File: src/rtl/led_mode_ctrl_pkg.sv
// Shared types and constants for the LED mode sequencer.
package led_mode_ctrl_pkg;

    localparam int LED_W = 4;
    localparam int IDX_W = 2;

    typedef enum logic [1:0] {
        ST_RUN    = 2'd0,
        ST_PAUSE  = 2'd1,
        ST_SWITCH = 2'd2
    } state_t;

    function automatic logic [3:0] idx_onehot(input logic [IDX_W-1:0] idx);
        return 4'b0001 << idx;
    endfunction

endpackage

File: src/rtl/led_mode_ctrl_btn_debounce.sv
// Button synchronizer, debouncer and press-edge detector.
module btn_debounce #(
    parameter int DEB_CYCLES = 1_250_000
) (
    input  logic clk,
    input  logic reset,
    input  logic btn_raw,
    output logic level,
    output logic press
);

    localparam int CW = $clog2(DEB_CYCLES + 1);
    localparam logic [CW-1:0] CNT_MAX = CW'(DEB_CYCLES - 1);

    logic          sync1_q, sync2_q;
    logic          level_d, level_q;
    logic          armed_d, armed_q;
    logic          press_d, press_q;
    logic [CW-1:0] cnt_d, cnt_q;

    // Synchronizer is left unreset so a button held through reset is seen as held.
    always_ff @(posedge clk) begin
        sync1_q <= btn_raw;
        sync2_q <= sync1_q;
    end

    always_comb begin
        level_d = level_q;
        cnt_d   = '0;
        if (sync2_q != level_q) begin
            if (cnt_q == CNT_MAX) begin
                level_d = sync2_q;
            end else begin
                cnt_d = cnt_q + 1'b1;
            end
        end
        armed_d = armed_q | ~sync2_q;
        press_d = level_d & ~level_q & armed_q;
    end

    always_ff @(posedge clk) begin
        if (reset) begin
            level_q <= 1'b0;
            cnt_q   <= '0;
            armed_q <= 1'b0;
            press_q <= 1'b0;
        end else begin
            level_q <= level_d;
            cnt_q   <= cnt_d;
            armed_q <= armed_d;
            press_q <= press_d;
        end
    end

    assign level = level_q;
    assign press = press_q;

endmodule

File: src/rtl/led_mode_ctrl.sv
// Mode sequencer: debounced buttons, tick generation, pattern enable and LED mux.
module led_mode_ctrl
    import led_mode_ctrl_pkg::*;
#(
    parameter int N_MODES    = 3,
    parameter int TICK_DIV   = 62_500_000,
    parameter int DEB_CYCLES = 1_250_000
) (
    input  logic                     clk,
    input  logic                     reset,
    input  logic                     btn_next,
    input  logic                     btn_pause,
    input  logic [LED_W*N_MODES-1:0] mode_led_in,
    output logic [N_MODES-1:0]       mode_en,
    output logic [N_MODES-1:0]       mode_rst,
    output logic                     tick,
    output logic [LED_W-1:0]         led,
    output logic [IDX_W-1:0]         mode_idx,
    output logic                     paused
);

    localparam int TW = $clog2(TICK_DIV);
    localparam logic [TW-1:0]    TICK_MAX = TW'(TICK_DIV - 1);
    localparam logic [IDX_W-1:0] IDX_LAST = IDX_W'(N_MODES - 1);

    logic next_level, next_raw_press, next_press;
    logic pause_level, pause_raw_press, pause_press;

    btn_debounce #(.DEB_CYCLES(DEB_CYCLES)) u_deb_next (
        .clk     (clk),
        .reset   (reset),
        .btn_raw (btn_next),
        .level   (next_level),
        .press   (next_raw_press)
    );

    btn_debounce #(.DEB_CYCLES(DEB_CYCLES)) u_deb_pause (
        .clk     (clk),
        .reset   (reset),
        .btn_raw (btn_pause),
        .level   (pause_level),
        .press   (pause_raw_press)
    );

    assign next_press  = next_raw_press & next_level;
    assign pause_press = pause_raw_press & pause_level;

    state_t             state_d, state_q;
    logic               was_paused_d, was_paused_q;
    logic [IDX_W-1:0]   mode_idx_d, mode_idx_q;
    logic [TW-1:0]      cnt_d, cnt_q;
    logic [N_MODES-1:0] mode_rst_d, mode_rst_q;
    logic [LED_W-1:0]   led_d, led_q, led_sel;
    logic [3:0]         oh_cur, oh_new;

    assign tick = (state_q == ST_RUN) && (cnt_q == TICK_MAX);

    always_comb begin
        state_d      = state_q;
        was_paused_d = was_paused_q;
        mode_idx_d   = mode_idx_q;
        cnt_d        = cnt_q;
        case (state_q)
            ST_SWITCH: begin
                state_d = was_paused_q ? ST_PAUSE : ST_RUN;
            end
            ST_RUN, ST_PAUSE: begin
                if (next_press) begin
                    state_d      = ST_SWITCH;
                    was_paused_d = (state_q == ST_PAUSE);
                    mode_idx_d   = (mode_idx_q == IDX_LAST) ? '0 : mode_idx_q + 1'b1;
                    cnt_d        = '0;
                end else if (pause_press) begin
                    state_d = (state_q == ST_RUN) ? ST_PAUSE : ST_RUN;
                    // A tick issued in the pausing cycle still wraps the count.
                    if (tick) begin
                        cnt_d = '0;
                    end
                end else if (state_q == ST_RUN) begin
                    cnt_d = tick ? '0 : cnt_q + 1'b1;
                end
            end
            default: begin
                state_d = ST_RUN;
            end
        endcase
    end

    always_comb begin
        oh_cur     = idx_onehot(mode_idx_q);
        oh_new     = idx_onehot(mode_idx_d);
        mode_rst_d = (state_d == ST_SWITCH) ? oh_new[N_MODES-1:0] : '0;
        led_sel    = '0;
        for (int k = 0; k < N_MODES; k++) begin
            if (mode_idx_q == IDX_W'(k)) begin
                led_sel = mode_led_in[LED_W*k +: LED_W];
            end
        end
        led_d = (state_d == ST_SWITCH) ? '0 : led_sel;
    end

    always_ff @(posedge clk) begin
        if (reset) begin
            state_q      <= ST_RUN;
            was_paused_q <= 1'b0;
            mode_idx_q   <= '0;
            cnt_q        <= '0;
            mode_rst_q   <= '0;
            led_q        <= '0;
        end else begin
            state_q      <= state_d;
            was_paused_q <= was_paused_d;
            mode_idx_q   <= mode_idx_d;
            cnt_q        <= cnt_d;
            mode_rst_q   <= mode_rst_d;
            led_q        <= led_d;
        end
    end

    assign mode_en  = (state_q == ST_RUN && !reset) ? oh_cur[N_MODES-1:0] : '0;
    assign mode_rst = mode_rst_q;
    assign led      = led_q;
    assign mode_idx = mode_idx_q;
    assign paused   = (state_q == ST_PAUSE);

endmodule

File: config.mk
export PLATFORM = sky130hd
export DESIGN_NAME = led_mode_ctrl
export DESIGN_NICKNAME = d
export VERILOG_FILES = /design/src/rtl/led_mode_ctrl_pkg.sv /design/src/rtl/led_mode_ctrl_btn_debounce.sv /design/src/rtl/led_mode_ctrl.sv
export SDC_FILE = /design/constraint.sdc
export NUM_CORES = 1
export LEC_CHECK = 0
export ABC_AREA = 1
export CAP_MARGIN = 5
export CORE_MARGIN = 5
export CORE_UTILIZATION = 35
export DETAILED_ROUTE_END_ITERATION = 16
export SLEW_MARGIN = 20
export SYNTH_ARGS = -nofsm -noshare
export SYNTH_HDL_FRONTEND = slang
export SYNTH_SLANG_ARGS = --single-unit
File: constraint.sdc
create_clock -name clk -period 3.4 [get_ports clk]
set_input_delay 0.34 -clock clk [delete_from_list [all_inputs] [get_ports clk]]
set_output_delay 0.34 -clock clk [all_outputs]
set_load 0.05 [all_outputs]
* Word-level counts from Yosys, hierarchy flattened
Index checks and enable logic that the tools add are counted.
Word-level totals: flip-flop bits (word level) 90, input bits 16, output and inout port bits 14, word-level logic and storage cells 84
Cells by class: add/sub/neg operators 4, eq/ne operators 11, shift-type cells 2, multiplexer cells 21, bitwise operators 15, reductions and logical operators 13
Operators by type and width (count):
- 26-bit two-way mux | 5
- 21-bit by 1-bit adder with 21-bit output, second input constant | 2
- 21-bit == test, second input constant | 2
- 26-bit by 1-bit adder with 26-bit output, second input constant | 1
- 26-bit == test, second input constant | 1
- 4-bit two-way mux | 3
- 2-bit two-way mux | 5
- 1-bit inverter | 7
- 1-bit bitwise AND | 6
- 2-bit == test, second input constant | 3
- 1-bit two-way mux | 6
- 2-bit OR reduction | 3
- 3-bit OR reduction | 2
- 1-bit by 2-bit left shift with 3-bit output, first input constant | 2
- 2-bit by 1-bit == test with 1-bit output, second input constant | 2
- 2-bit logical NOT | 2
- 2-bit one-hot mux with 2 select lines | 1
- 3-bit two-way mux | 1
- 3-bit != test, second input constant | 1
- 3-bit AND reduction | 1
- 3-bit nonzero test | 1
- 2-bit by 1-bit adder with 2-bit output, second input constant | 1
- 1-bit logical AND | 2
- 1-bit != test | 2
- other kinds (3) | 4

* Longest topological paths before layout
Gate-level depths: netlist (run 1).
depth after elaboration 8, mapped depth 12, depth with buffers taken out 11

* Hierarchy
From an unflattened synthesis (run 1), not the netlist that was laid out.
Second synthesis, totals: cell total of the unflattened synthesis 762, area, all modules 4973.5 µm²
Modules (own cells, without submodules):
- led_mode_ctrl | times used 1, cells each 399, area each 2434.8 µm², sequential area each 760.7 µm²
- btn_debounce at u_deb_pause | times used 1, cells each 182, area each 1285.0 µm², sequential area each 520.5 µm²
- btn_debounce at u_deb_next | times used 1, cells each 181, area each 1253.7 µm², sequential area each 520.5 µm²

* Least setup slack after synthesis (run 1)
OpenSTA, ideal clock, no wires.
path type reg2out, start register mode_idx_q[1] (netlist: mode_idx[1]), end output port mode_en[2], arrival time 1.922 ns, required time 3.060 ns, slack 1.138 ns, stages on the path, launching flop included 3, buffers on the path 0, cell sequence dfxtp_1 -> inv_1 -> nor3_1
Between the ends: cells in the longest elaborated chain, start to end 2
Ends and longest elaborated chain:
- from (decl) | RTL line led_mode_ctrl.sv:50 | logic [IDX_W-1:0] mode_idx_d, mode_idx_q;
- from (signal assigned) | RTL line led_mode_ctrl.sv:113 | mode_idx_q <= mode_idx_d;
- 1-bit by 2-bit left shift with 3-bit output | RTL line led_mode_ctrl_pkg.sv:14 | return 4'b0001 << idx;
- 3-bit two-way mux | RTL line led_mode_ctrl.sv:120 | assign mode_en = (state_q == ST_RUN && !reset) ? oh_cur[N_MODES-1:0] : '0;
- to (decl) | RTL line led_mode_ctrl.sv:14 | output logic [N_MODES-1:0] mode_en,
Every way passes these cells.

* Final worst setup path (run 1)
start register cnt_q[0], end output port tick
Between the ends: cells in the longest elaborated chain, start to end 2
Ends and longest elaborated chain:
- from (decl) | RTL line led_mode_ctrl.sv:51 | logic [TW-1:0] cnt_d, cnt_q;
- from (signal assigned) | RTL line led_mode_ctrl.sv:114 | cnt_q <= cnt_d;
- 26-bit == test | RTL line led_mode_ctrl.sv:56 | assign tick = (state_q == ST_RUN) && (cnt_q == TICK_MAX);
- 1-bit logical AND | RTL line led_mode_ctrl.sv:56
- to (decl) | RTL line led_mode_ctrl.sv:16 | output logic tick,
Every way passes these cells.

==> impl_metrics.tcl, run 1 <==
set metrics [dict create \
    outcome "complete, no violations" \
    antenna_cells 0 \
    rrSetupSlack_ns 1.36 \
    finalClockSkew_ns 0.008616 \
    initial_core_util_pct 35.74 \
    ys_top_cells_by_area "dfxtp_1 (38%), nand2_1 (15%), nor2_1 (9.3%)" \
    avgRoutedWirePerCell_um 10.96 \
    ctsHoldBuffers 0 \
    grt_pass1_wl_um 18170 \
    clk_path_buf_depth 2 \
    cts_made_buffers 9 \
    antenna_found_initial 0 \
    area_growth_pct 15.53 \
    io-pin-count 30 \
    grt.overflow.total 0 \
    cts_setup_buffers 0 \
    end_kind "primary output" \
    path_cells "ha_1, nand2_2, nor2_4, inv_2, nor2_4, nand2_4, inv_1, clkdlybuf4s50_1" \
    crit_required_ns 3.06 \
    dpl.hpwl_um 7823 \
    multi_input_area_um2 2419 \
    die_area_um2 16010 \
    worstPathArrival_ns 2.43 \
    switchingPower_uw 477.2 \
    finalNetCount 792 \
    seq_area_frac_synth_pct 37.91 \
    max-vdd-ir-drop_mv 0.2749 \
    criticalPathCategory "register to primary output" \
    internal_power_mw 1.677 \
    drive_gt1_share_pct 5.270 \
    setup_viol 0 \
    synth_fp_nets 760 \
    num_vias 4331 \
    cts-root-buf "clkbuf_16" \
    ctsHtreeMaxLevel 3 \
    synth_area_leader_cell "dfxtp_1" \
    drt_iter0_markers 288 \
    setup_tns_ns 0 \
    power_density_nw_per_um2 392.4 \
    fp.dieW_um 126.5 \
    seq_area_um2 1802 \
    drt_first_pass_iters 4 \
    coreArea_um2 13300 \
    num_rows 42 \
    gp_congestion 0.8442 \
    fp.dieH_um 126.5 \
    ys_seq_elements 90 \
    cts_sinks 90 \
    post-route-period-util_pct 81.60 \
    r2r_start "cnt_q[0]" \
    synth_cell_types 33 \
    viasPerCell 4.540 \
    clkLatencyLatePin_ns 0.35 \
    clkSlewWorstSetupHoldPaths_ns 0.07 \
    comb_power_share_pct 3.8 \
    crit_start "cnt_q[0]" \
    yosys_warnings 0 \
    slew_viol_final 0 \
    synth_top_area_share_pct 37.91 \
    netlist_area_um2 4752 \
    max_cap_violations 0 \
    swShare_pct 22.15 \
    crit_fanout 10 \
    most-common-layout-cells "nand2_1 (188), nor2_1 (118), inv_1 (116), dfxtp_1 (90), nand3_1 (70)" \
    slowest_delay_ns 0.80 \
    hold_viol 0 \
    final_antenna_net_count 0 \
    min_period_ns 2.774 \
    ctsResizeCount 0 \
    grt_setup_unrepaired "false" \
    cp-start-kind "register" \
    fmax_mhz 360.5 \
    p_leak_nw 2.237 \
    min_from "u_deb_pause.sync1_q" \
    path_common_cell "nor2_4" \
    slowest_stage "clkdlybuf4s50_1" \
    slew_headroom_pct 56.24 \
    worst_slew_pin_slew_ns 0.6549 \
    wl_um 10450 \
    clock_power_share_pct 46.4 \
    io_buffer_count 29 \
    seqPwrFrac_pct 49.9 \
    grt_max_degree 41 \
    hold_path_class "register to register" \
    nFillCells 1434 \
    synthCells 741 \
    grt_pass1_vias 3951 \
    layout_commonest_cell "nand2_1" \
    hold-worst-slack_ns 0.3290 \
    track_usage_pct 13.61 \
    syn_area_per_cell_um2 6.413 \
    cts_tree "done" \
    drc_errors 0 \
]
-- registers in the layout, indices dropped and copies added (netlist names), 2 cells and up --
signal             flops
cnt_q                 26
led                    4
mode_idx               2
mode_rst               3
state_q                2
u_deb_next.cnt_q      21
u_deb_pause.cnt_q     21
-- cells by family after synthesis --
logic type               Yosys count  synth area share (%)
adder cells (fa/ha/maj)            3                0.7900
flip-flops                        90                 37.91
XOR/XNOR                          12                 2.212
buffers and inverters            129                 11.19
AND/OR/NAND/NOR                  459                 42.65
AO/OA/AOI/OAI                     48                 5.240
-- critical path, delay by kind of cell (launching register included) --
family                     cells  cell delay (ns)
buffers and inverters          3             0.96
DFF                            1             0.43
adders and majority gates      1             0.23
and+or+nand+nor                4             0.48
-- per-layer routing --
metal  routed length [µm]  global-route usage [%]  vias to the layer above
met3                  313                   3.825                        9
met2                 4718                   21.89                       40
met4                  128                   3.722                        0
met1                 5292                   17.94                     1898
met5                    0                       0                        -
li1                     -                       -                     2384
-- power groups by stage --
stage / registers (mW) / clock network (mW) / logic, mW
after detailed placement: 1.10 / 0 / 0.0817
after floorplan: 1.11 / 0 / 0.0394
final: 1.07 / 0.999 / 0.0810
after global routing: 1.08 / 1.07 / 0.0906
after CTS: 1.07 / 1.04 / 0.0819
after global placement: 1.10 / 0 / 0.0818
-- cell usage after synthesis (all sizes together) --
library cell  instances
o21bai                1
nand4                13
a21oi                30
or2                   4
o22ai                 2
nor2                129
buf                  10
inv                 118
nor3                 37
nand3                70
clkbuf                1
nand2               193
nand3b                3
a31oi                 1
xnor2                 3
ha                    3
dfxtp                90
o211ai                1
nor4b                 1
xor2                  9
nor4                  2
o21ai                13
nor3b                 7
-- path summary, 6_finish.rpt --
| kind | cells past startpoint | end |
|---|---|---|
| setup reg to reg | 10 | cnt_q[0] |
| hold reg to reg | 0 | u_deb_pause.sync2_q |
| setup / recovery | 8 | tick |
| hold / removal | 0 | u_deb_pause.sync2_q |
-- area by class of cell --
type | count | area share (%)
inverter | 118 | 8.067
sequential | 90 | 32.82
clock inverter | 5 | 1.117
tap | 176 | 4.011
multi-input combinational | 522 | 44.05
clock buffer | 11 | 4.239
timing repair buffer | 32 | 5.697
-- metrics by stage --
| step | utilization, % | total power [mW] | setup slack (ns) | cells | cell area, µm² |
|---|---|---|---|---|---|
| finish | 41.29 | 2.154 | 0.6257 | 954 | 5490 |
| global placement | 39.08 | 1.180 | 0.9989 | 938 | 5196 |
| CTS | 41.29 | 2.195 | 0.5850 | 954 | 5490 |
| floorplan | - | 1.145 | 1.138 | 741 | 4752 |
| detailed placement | 39.08 | 1.180 | 0.9775 | 938 | 5196 |
| global route | 41.29 | 2.238 | 0.4817 | 954 | 5490 |
No activity file was read; power rests on OpenSTA's default activity.
==> inputs of run 2 (changes only) <==
==> constraint.sdc (replaced) <==
create_clock -name clk -period 2.75 [get_ports clk]
set_input_delay 0.275 -clock clk [delete_from_list [all_inputs] [get_ports clk]]
set_output_delay 0.275 -clock clk [all_outputs]
set_load 0.05 [all_outputs]
==> run 2 against run 1 <==
Compared with the run above: worst hold slack about the same; flip-flop and latch count unchanged; via count up 2.5%; non-clock buffer count up 2; sequential share of layout area down 0.24 points; register-to-register slack worse by 0.57 ns; combinational power up 31%; final cell count up 0.21%; largest cell class unchanged.
==> impl_metrics.tcl, run 2 (synthesized netlist as in run 1, its figures left out) <==
set metrics [dict create \
    outcome "complete, no violations" \
    cts_tree "done" \
    grt_setup_unrepaired "false" \
    most-common-layout-cells "nand2_1 (188), nor2_1 (118), inv_1 (116), dfxtp_1 (90), nand3_1 (70)" \
    drc_errors 0 \
    grt_pass1_wl_um 18620 \
    p_leak_nw 2.275 \
    slew_viol_final 0 \
    min_period_ns 2.257 \
    holdPathEnd "u_deb_next.sync2_q" \
    fp.dieW_um 126.5 \
    drt_iter0_markers 301 \
    rrSetupSlack_ns 0.79 \
    antenna_cells 0 \
    drt_first_pass_iters 5 \
    wl_um 10800 \
    rr_worst_depth 10 \
    largest-register "cnt_q" \
    max-vdd-ir-drop_mv 0.3584 \
    fp.dieH_um 126.5 \
    finalClockSkew_ns 0.007844 \
    avgRoutedWirePerCell_um 11.30 \
    final_antenna_net_count 0 \
    largest_register_ff_count 26 \
    cts-root-buf "clkbuf_16" \
    criticalPathCategory "register to primary output" \
    viasPerCell 4.645 \
    cts_sinks 90 \
    ctsHoldBuffers 0 \
    grt_max_degree 41 \
    hold_path_class "register to register" \
    hold_viol 0 \
    slew_headroom_pct 53.83 \
    grt_pass1_vias 4112 \
    clkSlewWorstSetupHoldPaths_ns 0.06 \
    hold-worst-slack_ns 0.3288 \
    placed_cell_area_um2 5241 \
    drive_gt1_share_pct 6.154 \
    die_area_um2 16010 \
    worst_slew_pin_slew_ns 0.6909 \
    clk_path_buf_depth 2 \
    io-pin-count 30 \
    coreArea_um2 13300 \
    crit_fanout 10 \
    io_buffer_count 29 \
    min_from "u_deb_next.sync1_q" \
    initial_core_util_pct 35.74 \
    track_usage_pct 13.87 \
    regToRegEndpoint "cnt_q[0]" \
    num_rows 42 \
    final_util_pct 41.60 \
    top_regs "cnt_q: 26 flops, u_deb_next.cnt_q: 21 flops, u_deb_pause.cnt_q: 21 flops" \
    clkLatencyLatePin_ns 0.35 \
    finalNetCount 794 \
    dpl.hpwl_um 8018 \
    end_kind "primary output" \
    fmax_mhz 443.1 \
    grt.overflow.total 0 \
    num_vias 4441 \
    area_growth_pct 16.38 \
    max_cap_violations 0 \
    gp_congestion 0.8433 \
    setup_viol 0 \
    setup_tns_ns 0 \
    antenna_found_initial 0 \
    power_density_nw_per_um2 475.0 \
    cp-start-kind "register" \
    cts_made_buffers 9 \
    r2r_start "cnt_q[1]" \
    nFillCells 1428 \
    ctsHtreeMaxLevel 3 \
    layout_commonest_cell "nand2_1" \
    finalInstanceArea_um2 5530 \
    post-route-period-util_pct 82.07 \
    holdPathStages 0 \
    crit_required_ns 2.48 \
    worstPathArrival_ns 1.98 \
]
## run 2: cell count changes in the layout (fill, tap and decap cells not counted)
cell,change
clkbuf_8,+1
buf_4,+2
clkbuf_1,-2
clkinvlp_4,+1
clkdlybuf4s50_1,-4
inv_6,+2
dlymetal6s2s_1,+1
buf_12,+3
bufinv_16,-1
clkinv_4,-1
## run 2: layer usage
| layer | global-route usage [%] | share of wire [%] |
|---|---|---|
| met5 | 0 | 0 |
| met4 | 3.975 | 1.4 |
| met3 | 3.279 | 3.4 |
| met2 | 23.07 | 46 |
| met1 | 17.95 | 49 |
## run 2: what timing repair did
item,CTS,global route
setup endpoints to repair,0,1
setup buffers,0,0
gates resized for setup,0,1
hold endpoints to repair,0,0
## run 2: worst max-delay path by stage
stage / from / end / slack (ns) / depth (start not counted)
2_1_floorplan: mode_idx[1] / mode_en[2] / 0.55 / 2
3_3_place_gp: cnt_q[1] / tick / 0.50 / 8
3_5_place_dp: cnt_q[1] / tick / 0.45 / 8
4_1_cts: cnt_q[1] / tick / 0.07 / 8
5_1_grt: cnt_q[1] / tick / 0.36 / 8
6_report: cnt_q[1] / tick / 0.49 / 8
## run 2: power breakdown
part	internal (mW)	switching, mW
sequential	1.32	0.00899
clock	0.649	0.545
combinational	0.0471	0.0592
## run 2: per-stage QoR
stage               setup WS, ns  total power [mW]  cells
floorplan                 0.5531             1.416    741
global placement          0.5013             1.464    940
detailed placement        0.4538             1.464    940
CTS                      0.07194             2.661    956
global route              0.3591             2.722    956
finish                    0.4931             2.627    956
## run 2: final cells by class
| class | count | area (µm²) | area share (%) |
|---|---|---|---|
| well taps | 176 | 220.2 | 3.982 |
| inverters | 118 | 442.9 | 8.009 |
| repair buffers | 34 | 360.3 | 6.516 |
| flip-flops and latches | 90 | 1802 | 32.58 |
| clock buffers | 10 | 239.0 | 4.321 |
| clock inverters | 6 | 47.55 | 0.8597 |
| multi-input cells | 522 | 2419 | 43.73 |
## run 2: worst max-delay path: stages (launching register included)
cell and delay (ns):
dfxtp_1 0.38, ha_1 0.20, nand2_2 0.09, nor2_4 0.16
inv_2 0.07, nor2_4 0.12, nand2_4 0.11, inv_1 0.09
dlymetal6s2s_1 0.42
